[src/rtl/xyz_pkg.sv]
// Shared encodings for the X/Y/Z datapath and the controle decoder that
// drives it: per-register commands and ALU operation codes.
package xyz_pkg;

  // Per-register command (tx/ty/tz). 2'b11 is reserved and behaves as HOLD.
  localparam logic [1:0] REG_CLR  = 2'b00;
  localparam logic [1:0] REG_HOLD = 2'b01;
  localparam logic [1:0] REG_LOAD = 2'b10;

  // ALU operation (tula). Codes 3'b1xx are reserved: result passes A through.
  localparam logic [2:0] ULA_ADD = 3'b000;
  localparam logic [2:0] ULA_SUB = 3'b001;
  localparam logic [2:0] ULA_SR  = 3'b010;
  localparam logic [2:0] ULA_SL  = 3'b011;

  // Status captured alongside every write of Y.
  typedef struct packed {
    logic c;  // carry / borrow / shifted-out bit
    logic v;  // signed overflow
    logic z;  // result was zero
  } flags_t;

endpackage : xyz_pkg

[src/rtl/datapath_xyz_ula.sv]
// ula: combinational WIDTH-bit ALU. A is the accumulator (Y), B the operand
// (X). Returns the wrapped result plus carry/borrow and signed overflow.
module ula
  import xyz_pkg::*;
#(
  parameter int WIDTH = 4
) (
  input  logic [WIDTH-1:0] a,
  input  logic [WIDTH-1:0] b,
  input  logic [2:0]       op,
  output logic [WIDTH-1:0] r,
  output logic             c,
  output logic             v
);

  localparam int MSB = WIDTH - 1;

  // One extra bit catches the carry out of ADD and the borrow out of SUB:
  // the unsigned difference goes negative (top bit set) exactly when a < b.
  logic [WIDTH:0] sum_w;
  logic [WIDTH:0] diff_w;

  assign sum_w  = {1'b0, a} + {1'b0, b};
  assign diff_w = {1'b0, a} - {1'b0, b};

  // Operation select; reserved codes fall through to the pass-A default.
  always_comb begin
    // NOTE: every output gets a default before the case so no path leaves
    // one unassigned, which would otherwise infer a latch.
    r = a;
    c = 1'b0;
    v = 1'b0;
    case (op)
      ULA_ADD: begin
        r = sum_w[MSB:0];
        c = sum_w[WIDTH];
        // Overflow: operands share a sign that the result does not.
        v = (a[MSB] == b[MSB]) && (sum_w[MSB] != a[MSB]);
      end
      ULA_SUB: begin
        r = diff_w[MSB:0];
        c = diff_w[WIDTH];
        // Overflow: operands differ in sign and the result flips from A's.
        v = (a[MSB] != b[MSB]) && (diff_w[MSB] != a[MSB]);
      end
      ULA_SR: begin
        r = {1'b0, a[MSB:1]};
        c = a[0];
      end
      ULA_SL: begin
        r = {a[MSB-1:0], 1'b0};
        c = a[MSB];
        v = a[MSB] ^ a[MSB-1];
      end
      default: ;
    endcase
  end

endmodule : ula

[src/rtl/datapath_xyz.sv]
// datapath_xyz: X/Y/Z register datapath sitting behind controle. X takes the
// external operand, Y accumulates the ALU result, Z latches Y for display.
// All loads use pre-edge register values, so a simultaneous X+Y load feeds
// the old X to the ALU and a simultaneous Y+Z load hands Z the old Y.
module datapath_xyz
  import xyz_pkg::*;
#(
  parameter int WIDTH = 4
) (
  input  logic             clock,
  input  logic             reset,
  input  logic             enable,
  input  logic [1:0]       tx,
  input  logic [1:0]       ty,
  input  logic [1:0]       tz,
  input  logic [2:0]       tula,
  input  logic [WIDTH-1:0] data_in,
  output logic [WIDTH-1:0] z_out,
  output logic [WIDTH-1:0] y_out,
  output logic             flag_c,
  output logic             flag_v,
  output logic             flag_z,
  output logic             z_strobe
);

  logic [WIDTH-1:0] x_q, x_d;
  logic [WIDTH-1:0] y_q, y_d;
  logic [WIDTH-1:0] z_q, z_d;
  flags_t           flags_q, flags_d;
  logic             strobe_q, strobe_d;

  logic [WIDTH-1:0] ula_r;
  logic             ula_c;
  logic             ula_v;

  ula #(.WIDTH(WIDTH)) u_ula (
    .a  (y_q),
    .b  (x_q),
    .op (tula),
    .r  (ula_r),
    .c  (ula_c),
    .v  (ula_v)
  );

  // Next-state decode of the three register commands and the Y flags.
  always_comb begin
    x_d      = x_q;
    y_d      = y_q;
    z_d      = z_q;
    flags_d  = flags_q;
    // Strobe marks a Z LOAD only; CLEAR and disabled cycles leave it low.
    strobe_d = enable && (tz == REG_LOAD);

    if (enable) begin
      case (tx)
        REG_CLR:  x_d = '0;
        REG_LOAD: x_d = data_in;
        default:  ;  // HOLD and reserved
      endcase

      case (ty)
        REG_CLR: begin
          y_d     = '0;
          flags_d = '{c: 1'b0, v: 1'b0, z: 1'b1};
        end
        REG_LOAD: begin
          y_d     = ula_r;
          flags_d = '{c: ula_c, v: ula_v, z: (ula_r == '0)};
        end
        default: ;  // flags only move when Y is written
      endcase

      case (tz)
        REG_CLR:  z_d = '0;
        REG_LOAD: z_d = y_q;
        default:  ;
      endcase
    end
  end

  // State registers with synchronous reset that overrides enable.
  always_ff @(posedge clock) begin
    // NOTE: sequential state uses non-blocking assignments so every flop
    // samples pre-edge values, which is what makes the old-X/old-Y
    // forwarding rules hold without any extra logic.
    if (reset) begin
      x_q      <= '0;
      y_q      <= '0;
      z_q      <= '0;
      flags_q  <= '{c: 1'b0, v: 1'b0, z: 1'b1};
      strobe_q <= 1'b0;
    end else begin
      x_q      <= x_d;
      y_q      <= y_d;
      z_q      <= z_d;
      flags_q  <= flags_d;
      strobe_q <= strobe_d;
    end
  end

  assign z_out    = z_q;
  assign y_out    = y_q;
  assign flag_c   = flags_q.c;
  assign flag_v   = flags_q.v;
  assign flag_z   = flags_q.z;
  assign z_strobe = strobe_q;

endmodule : datapath_xyz

[config.mk]
export PLATFORM = sky130hd
export DESIGN_NAME = datapath_xyz
export DESIGN_NICKNAME = d
export VERILOG_FILES = /design/src/rtl/xyz_pkg.sv /design/src/rtl/datapath_xyz_ula.sv /design/src/rtl/datapath_xyz.sv
export SDC_FILE = /design/constraint.sdc
export NUM_CORES = 1
export LEC_CHECK = 0
export CORE_ASPECT_RATIO = 1.75
export CORE_MARGIN = 3
export CORE_UTILIZATION = 40
export DETAILED_ROUTE_END_ITERATION = 12
export PLACE_DENSITY = 0.66
export SKIP_CTS_REPAIR_TIMING = 1
export SLEW_MARGIN = 20
export SYNTH_ARGS = -nofsm -noshare
export SYNTH_HDL_FRONTEND = slang
export SYNTH_SLANG_ARGS = --single-unit
[constraint.sdc]
create_clock -name clock -period 2.7 [get_ports clock]
set_clock_uncertainty 0.05 [all_clocks]
set_input_delay 0.27 -clock clock [delete_from_list [all_inputs] [get_ports clock]]
set_output_delay 0.27 -clock clock [all_outputs]
set_load 0.02 [all_outputs]
==> impl_metrics.ini, run 1 <==
[run_status]
outcome = finished clean

[global_route]
antenna_found_initial = 0
grt_max_degree = 16
grt_usage_pct = 20.2
grt_pass1_vias = 1217
grt_pass1_wl_um = 5590
grt_overflow = 0

[hold_path]
hold_path_class = reg2reg
whs_path_depth = 2
min_to = z_out[1]$_SDFFE_PP0P_
hold_path_startpoint = z_out[1]$_SDFFE_PP0P_

[routing]
vias = 1175
totalWireLength_um = 3260
drt-initial-drc-count = 24
drtPass1Iterations = 4
viasPerCell = 5.79
wl_per_cell_um = 16.0
ant_nets = 0
route.detailed.drc = 0

[setup_path]
arrival_ns = 2.44
startpoint_type = flip-flop
crit_buf_inv = 2
reg2reg_slack_ns = 0.35
r2r_end = flag_c$_SDFFE_PP0P_
path_depth = 8
path_delay_family = adder cells
critPathSlowestCell = dfxtp_1
reg2reg_from = y_out[0]$_SDFFE_PP0P_
worstPathRequired_ns = 2.79
cp_cell_sequence = inv_1 -> ha_1 -> fa_1 -> inv_1 -> a21o_1 -> a21oi_1 -> mux4_2 -> a32o_1
crit_fanout = 7
reg2reg_depth = 8
crit_path_max_incr_delay_ns = 0.47
endpoint_kind = flip-flop
cp_common_cell = inv_1
critPathKind = reg2reg

[synthesis]
ys_seq_elements = 16
synth-edff-count = 0
syn-num-nets = 176
yosysWarningCount = 0
yosysSeqAreaShare_pct = 26.7
async_flop_share_pct = 0
synth_cells = 150
syn-cell-area_mm2 = 0.00120
synth_cell_types = 45
synth_ff_type = dfxtp_1
syn_avg_cell_area_um2 = 8.00

[floorplanning]
die_h_um = 78.5
pin_count = 28
start_util_pct = 43.1
coreArea_mm2 = 0.00278
dieArea_mm2 = 0.00372
placementRows = 25
die_w_um = 47.4

[finish]
nets = 203
insertedDiodeCount = 0
final_layout_size_suffix_gt1_share_pct = 7.39
syn2layout_area_growth_pct = 27.7
nFillCells = 269
fin_area_mm2 = 0.00153

[placed_design]
gp_congestion = 0.863
portBuffers = 27
place_hpwl_um = 2620
dpl_cell_area_mm2 = 0.00148

[clock_tree]
clk_pin_slew_ns = 0.06
cts_buffers = 3
insertion_delay_ns = 0.25
htreeDepth = 1
clk_path_buf_depth = 2
root_buffer = clkbuf_8
cts_tree = done
clock_sinks = 16

[power_and_ir_drop]
irDropWorstVdd_mv = 0.329
p_per_area_mw_per_mm2 = 371
leakage_uw = 0.000582

[sta]
max_freq_mhz = 426
fin_setup_tns_ns = 0
rsz0062_at_grt = no
slew_viol_final = 0
layout_min_cycle_time_ns = 2.35
setup_viol = 0
hold_viol_final = 0
final_min_period_over_clock_period_pct = 86.9
maxSlewHeadroom_pct = 60.9
worst_slew_pin_slew_ns = 0.585

[job]
drv_cap = 0
-- final cells by class --
type	instances	area [um2]	share of cell area [%]
Clock buffer	4	55.1	3.59
Inverter	11	41.3	2.69
Multi-Input combinational cell	115	790	51.5
Sequential cell	16	320	20.9
Tap cell	27	33.8	2.20
Timing Repair Buffer	30	293	19.1
-- through the flow --
step / hold WS (ns) / util (%) / std cells / power (uW) / setup slack [ns]
detailed placement: 0.398 / 53.1 / 199 / 364 / 0.374
finish: 0.408 / 55.1 / 203 / 569 / 0.354
global placement: 0.391 / 53.1 / 199 / 361 / 0.475
CTS: 0.410 / 55.1 / 203 / 577 / 0.357
global route: 0.441 / 55.1 / 203 / 599 / 0.103
floorplan: 0.291 / - / 150 / 317 / 0.443
-- sequential cells by signal, summed over array words and instances, names as in the netlist --
signal	flops
z_out	4
z_strobe	1
flag_z	1
flag_c	1
x_q	4
y_out	4
flag_v	1
-- per-layer routing --
layer / track usage [%] / share of wire (%) / vias to the layer above
met1: 24.0 / 39 / 548
met4: 8.59 / 2.7 / 0
met5: 0 / 0 / -
li1: - / - / 581
met2: 33.3 / 54 / 35
met3: 3.67 / 4.5 / 11
-- tightest hold or removal path, stage by stage, from the launching register on --
cell,delay (ns)
dfxtp_1,0.31
nand2_1,0.05
a21oi_1,0.05
-- cell usage in the layout, fill, tap and decap left out, drive strengths merged, types with 5 or more instances in the layout --
cell           netlist  final
clkdlybuf4s50        0     27
nand2               16     16
dfxtp               16     16
a21oi               14     14
inv                 11     11
nand3               10     10
ha                   8      8
nor2                 7      7
nor3                 6      6
o21ai                5      5
-- worst max-delay path by stage --
stage               slack, ns             startpoint                  end
floorplan                0.44  y_out[0]$_SDFFE_PP0P_  flag_c$_SDFFE_PP0P_
global placement         0.47                tula[0]  flag_z$_SDFFE_PP1P_
detailed placement       0.37  y_out[0]$_SDFFE_PP0P_  flag_c$_SDFFE_PP0P_
CTS                      0.36  y_out[0]$_SDFFE_PP0P_  flag_c$_SDFFE_PP0P_
global route             0.10  y_out[0]$_SDFFE_PP0P_  flag_z$_SDFFE_PP1P_
finish                   0.35  y_out[0]$_SDFFE_PP0P_  flag_c$_SDFFE_PP0P_
-- power breakdown --
group          total [uW]  switching, uW  leakage, uW  internal (uW)
combinational         113           59.2     0.000423           54.1
sequential            245           4.28     0.000130            241
clock                 211           81.4    0.0000288            129
total                 569            145     0.000582            424
-- cells by family after synthesis --
family          count (synthesis)  synth area share (%)
mux                             7                  7.09
buf+inv                        19                  7.51
flops                          16                  26.7
compound gates                 35                  18.1
fa+ha+maj                      10                  11.7
simple gates                   62                  28.2
xor+xnor                        1                 0.730
-- cells in the mapped netlist (all sizes together) (3+ instances only) --
library cell  instances  area share (%)
dfxtp                16              27
nand2                16             5.0
a21oi                14             5.8
inv                  11             3.4
nand3                10             4.2
ha                    8             8.3
nor2                  7             2.4
buf                   6             3.4
nor3                  6             2.9
o21ai                 5             2.1
mux2i                 4             3.3
nand2b                4             2.1
nor2b                 4             2.1
nand3b                3             1.9
Note: power is estimated with default switching activity, not from simulation.
==> run 2: changes to the inputs <==
--- a/config.mk
+++ b/config.mk
@@ -15,3 +15,4 @@
 export SYNTH_ARGS = -nofsm -noshare
 export SYNTH_HDL_FRONTEND = slang
 export SYNTH_SLANG_ARGS = --single-unit
+export TNS_END_PERCENT = 50
==> constraint.sdc (replaced) <==
create_clock -name clock -period 2.3 [get_ports clock]
set_clock_uncertainty 0.05 [all_clocks]
set_input_delay 0.23 -clock clock [delete_from_list [all_inputs] [get_ports clock]]
set_output_delay 0.23 -clock clock [all_outputs]
set_load 0.02 [all_outputs]
==> run 2 against run 1 <==
  * Non-clock buffer count grew 2
  * Utilization grew 0.090 points
  * Register-to-register slack lost 0.25 ns
  * Global-route usage shrank 0.052 points
  * Via count grew 1.7%
  * Cell count grew 0.49%
  * Clock power is essentially flat
  * Worst setup slack lost 0.25 ns
  * Sequential power grew 18%
  * Critical path depth is the same
  * Sequential share of layout area is essentially flat
==> impl_metrics.ini, run 2 (synthesis results as in run 1) <==
[finish]
final_common_cell = clkdlybuf4s50_1
final_cell_mix = clkdlybuf4s50_1, nand2_1, dfxtp_1
instances_no_fill = 204
syn2layout_area_growth_pct = 27.9
nFillCells = 272
insertedDiodeCount = 0
multiInputGateArea_um2 = 790
regArea_um2 = 322
fin_area_mm2 = 0.00154
nets = 205
final_layout_size_suffix_gt1_share_pct = 8.47

[setup_path]
cp_cell_sequence = inv_1 -> ha_1 -> fa_1 -> inv_1 -> a21o_1 -> a21oi_1 -> mux4_2 -> a32o_1
crit_fanout = 5
critPathSlowestCell = mux4_2
worstPathRequired_ns = 2.39
startpoint_type = flip-flop
arrival_ns = 2.29
critPathKind = reg2reg
cp_common_cell = inv_1
crit_path_max_incr_delay_ns = 0.49
endpoint_kind = flip-flop

[sta]
fin_setup_tns_ns = 0
worst_slew_pin_slew_ns = 0.574
hold_viol_final = 0
max_freq_mhz = 455
layout_min_cycle_time_ns = 2.20
final_min_period_over_clock_period_pct = 95.6
rsz0062_at_grt = no
maxSlewHeadroom_pct = 61.6
setup_viol = 0
slew_viol_final = 0
fin_ws_ns = 0.102

[routing]
drtPass1Iterations = 4
drt-initial-drc-count = 30
wl_per_cell_um = 15.9
route.detailed.drc = 0
ant_nets = 0
totalWireLength_um = 3240
viasPerCell = 5.86
vias = 1195

[placed_design]
portBuffers = 27
place_hpwl_um = 2550
dpl_cell_area_mm2 = 0.00149
dp_slack_ns = 0.0660
dp.cells = 201
gp_congestion = 0.866

[clock_tree]
clk_path_buf_depth = 2
clock_sinks = 16
cts_buffers = 3
clk_pin_slew_ns = 0.06
root_buffer = clkbuf_8
insertion_delay_ns = 0.25
htreeDepth = 1
cts_tree = done

[power_and_ir_drop]
p_per_area_mw_per_mm2 = 411
irDropWorstVdd_mv = 0.418
leakage_uw = 0.000586
power.total_uw = 631

[global_route]
grt_overflow = 0
grt_pass1_wl_um = 5580
grt_usage_pct = 20.1
antenna_found_initial = 0
grt_pass1_vias = 1188
grt_max_degree = 16

[floorplanning]
die_h_um = 78.5
start_util_pct = 43.1
dieArea_mm2 = 0.00372
pin_count = 28
placementRows = 25
die_w_um = 47.4
coreArea_mm2 = 0.00278

[run_status]
outcome = finished clean

[job]
drv_cap = 0

[hold_path]
hold_path_class = reg2reg
run 2: path summary, 6_finish.rpt:
check	startpoint	to	slack, ns	cells after the start
setup / recovery	y_out[0]$_SDFFE_PP0P_	flag_c$_SDFFE_PP0P_	0.10	8
hold reg to reg	z_out[3]$_SDFFE_PP0P_	z_out[3]$_SDFFE_PP0P_	0.41	2
hold / removal	z_out[3]$_SDFFE_PP0P_	z_out[3]$_SDFFE_PP0P_	0.41	2
setup reg to reg	y_out[0]$_SDFFE_PP0P_	flag_c$_SDFFE_PP0P_	0.10	8
run 2: final cells by class:
| cell class | instances | share of cell area [%] |
|---|---|---|
| multi-input cells | 115 | 51.4 |
| flip-flops and latches | 16 | 20.9 |
| repair buffers | 32 | 20.0 |
| clock buffers | 3 | 2.69 |
| inverters | 11 | 2.69 |
| well taps | 27 | 2.20 |
run 2: worst max-delay path, delay by kind of cell (launching register included):
family                     cells  cell delay [ns]
DFF                            1             0.37
muxes                          1             0.49
adders and majority gates      2             0.60
AOI/OAI and AO/OA              3             0.45
buffers and inverters          2             0.13
run 2: per-layer routing:
layer | vias to the layer above | track usage (%) | routed length, um | share of wire, %
met5 | - | 0 | 0 | 0
met1 | 561 | 24.8 | 1230 | 38
met3 | 7 | 2.75 | 151 | 4.7
met4 | 0 | 7.76 | 75 | 2.3
met2 | 40 | 33.3 | 1790 | 55
li1 | 587 | - | - | -
run 2: through the flow:
stage / utilization, % / hold WS (ns)
after global placement: 53.6 / 0.393
after floorplan: - / 0.251
final: 55.1 / 0.409
after detailed placement: 53.6 / 0.400
after CTS: 55.1 / 0.410
after global routing: 55.1 / 0.443
run 2: where the power goes:
part / internal, uW / switching (uW)
Clock: 116 / 93.8
Combinational: 63.9 / 69.6
Sequential: 283 / 4.64
==> run 3: changes to the inputs <==
--- a/config.mk
+++ b/config.mk
@@ -7,9 +7,9 @@
 export LEC_CHECK = 0
 export CORE_ASPECT_RATIO = 1.75
 export CORE_MARGIN = 3
-export CORE_UTILIZATION = 40
+export CORE_UTILIZATION = 42
 export DETAILED_ROUTE_END_ITERATION = 12
-export PLACE_DENSITY = 0.66
+export PLACE_DENSITY = 0.69
 export SKIP_CTS_REPAIR_TIMING = 1
 export SLEW_MARGIN = 20
 export SYNTH_ARGS = -nofsm -noshare
==> run 3 against run 2 <==
  * Non-clock buffer count did not move
  * Clock-buffer cell count increased by 1
  * Wire length is 0.55% higher
  * Largest cell class unchanged
  * Total power increased by 6.8%
  * Design area rose by 0.81%
  * Worst hold slack worse by 0.0018 ns
  * Flip-flop and latch count stayed put
  * First-iteration DRC count rose by 77%
  * Cell count grew 0.49%
  * Sequential share of layout area down 0.25 points
  * Largest power group unchanged
==> impl_metrics.ini, run 3 (synthesis results as in run 1) <==
[clock_tree]
cts_buffers = 3
clock_sinks = 16
clk_pin_slew_ns = 0.07
root_buffer = clkbuf_8
clk_path_buf_depth = 2
insertion_delay_ns = 0.25
cts_tree = done
htreeDepth = 1

[routing]
viasPerCell = 5.70
totalWireLength_um = 3260
vias = 1168
route.detailed.drc = 0
drt-initial-drc-count = 53
ant_nets = 0
drtPass1Iterations = 4
wl_per_cell_um = 15.9

[power_and_ir_drop]
leakage_uw = 0.000593
p_per_area_mw_per_mm2 = 435
irDropWorstVdd_mv = 0.377
power.total_uw = 674

[sta]
final_min_period_over_clock_period_pct = 94.2
max_freq_mhz = 462
layout_min_cycle_time_ns = 2.17
setup_viol = 0
hold_viol_final = 0
fin_setup_tns_ns = 0
rsz0062_at_grt = no
slew_viol_final = 0
maxSlewHeadroom_pct = 59.8
worst_slew_pin_slew_ns = 0.601

[placed_design]
gp_congestion = 0.837
portBuffers = 27
place_hpwl_um = 2620

[setup_path]
startpoint_type = flip-flop
critPathKind = reg2reg
arrival_ns = 2.26
endpoint_kind = flip-flop
reg2reg_from = y_out[0]$_SDFFE_PP0P_
crit_start = y_out[0]$_SDFFE_PP0P_
crit_fanout = 3
worstPathRequired_ns = 2.39

[finish]
final_cell_mix = clkdlybuf4s50_1, nand2_1, dfxtp_1
fin_util_pct = 56.9
multiInputGateArea_um2 = 790
final_layout_size_suffix_gt1_share_pct = 8.43
syn2layout_area_growth_pct = 29.0
regArea_um2 = 320
insertedDiodeCount = 0
nets = 205
final_common_cell = clkdlybuf4s50_1
nFillCells = 257

[floorplanning]
dieArea_mm2 = 0.00356
die_w_um = 46.4
coreArea_mm2 = 0.00272
placementRows = 25
start_util_pct = 44.1
die_h_um = 76.7
pin_count = 28

[global_route]
grt_overflow = 0
grt_usage_pct = 20.9
antenna_found_initial = 0
grt_max_degree = 16
grt_pass1_wl_um = 5590
grt_pass1_vias = 1157

[job]
drv_cap = 0

[hold_path]
hold_path_startpoint = z_out[3]$_SDFFE_PP0P_
hold_path_class = reg2reg

[run_status]
outcome = finished clean
[run 3: layout make-up]
cell class                 count  area share [%]
timing repair buffer          32            19.9
clock buffer                   4            3.56
tap                           27            2.18
multi-input combinational    115            51.0
sequential                    16            20.7
inverter                      11            2.67
[run 3: per-stage QoR]
step           std cells  setup slack (ns)  area, um2  hold slack [ns]
4_1_cts              205             0.147       1550            0.410
3_5_place_dp         201             0.181       1490            0.397
5_1_grt              205            0.0304       1550            0.441
3_3_place_gp         201             0.213       1490            0.391
2_1_floorplan        150            0.0435       1200            0.251
6_report             205             0.134       1550            0.407
[run 3: path summary, 6_finish.rpt]
path / endpoint / cells after the start / slack, ns
worst max-delay path: flag_c$_SDFFE_PP0P_ / 8 / 0.13
worst min-delay path: z_out[3]$_SDFFE_PP0P_ / 2 / 0.41
worst max register to register: flag_c$_SDFFE_PP0P_ / 8 / 0.13
worst min register to register: z_out[3]$_SDFFE_PP0P_ / 2 / 0.41
[run 3: worst max-delay path: stages (launching register included)]
cell	delay, ns
dfxtp_1	0.35
inv_1	0.07
ha_1	0.22
fa_1	0.38
inv_1	0.06
a21o_1	0.10
a21oi_1	0.06
mux4_2	0.49
a32o_1	0.28
[run 3: where the power goes]
| part | switching (uW) | internal [uW] | total [uW] | leakage, uW |
|---|---|---|---|---|
| combinational | 70.6 | 63.9 | 135 | 0.000434 |
| sequential | 4.54 | 283 | 287 | 0.000130 |
| clock | 100 | 152 | 252 | 0.0000288 |
| total | 175 | 499 | 674 | 0.000593 |
[run 3: per-layer routing]
layer / vias to the layer above / global-route usage [%] / part of all wire, %
met3: 6 / 2.35 / 3.2
met2: 25 / 36.5 / 56
met1: 552 / 24.0 / 38
met4: 0 / 8.26 / 1.9
li1: 585 / - / -
met5: - / 0 / 0
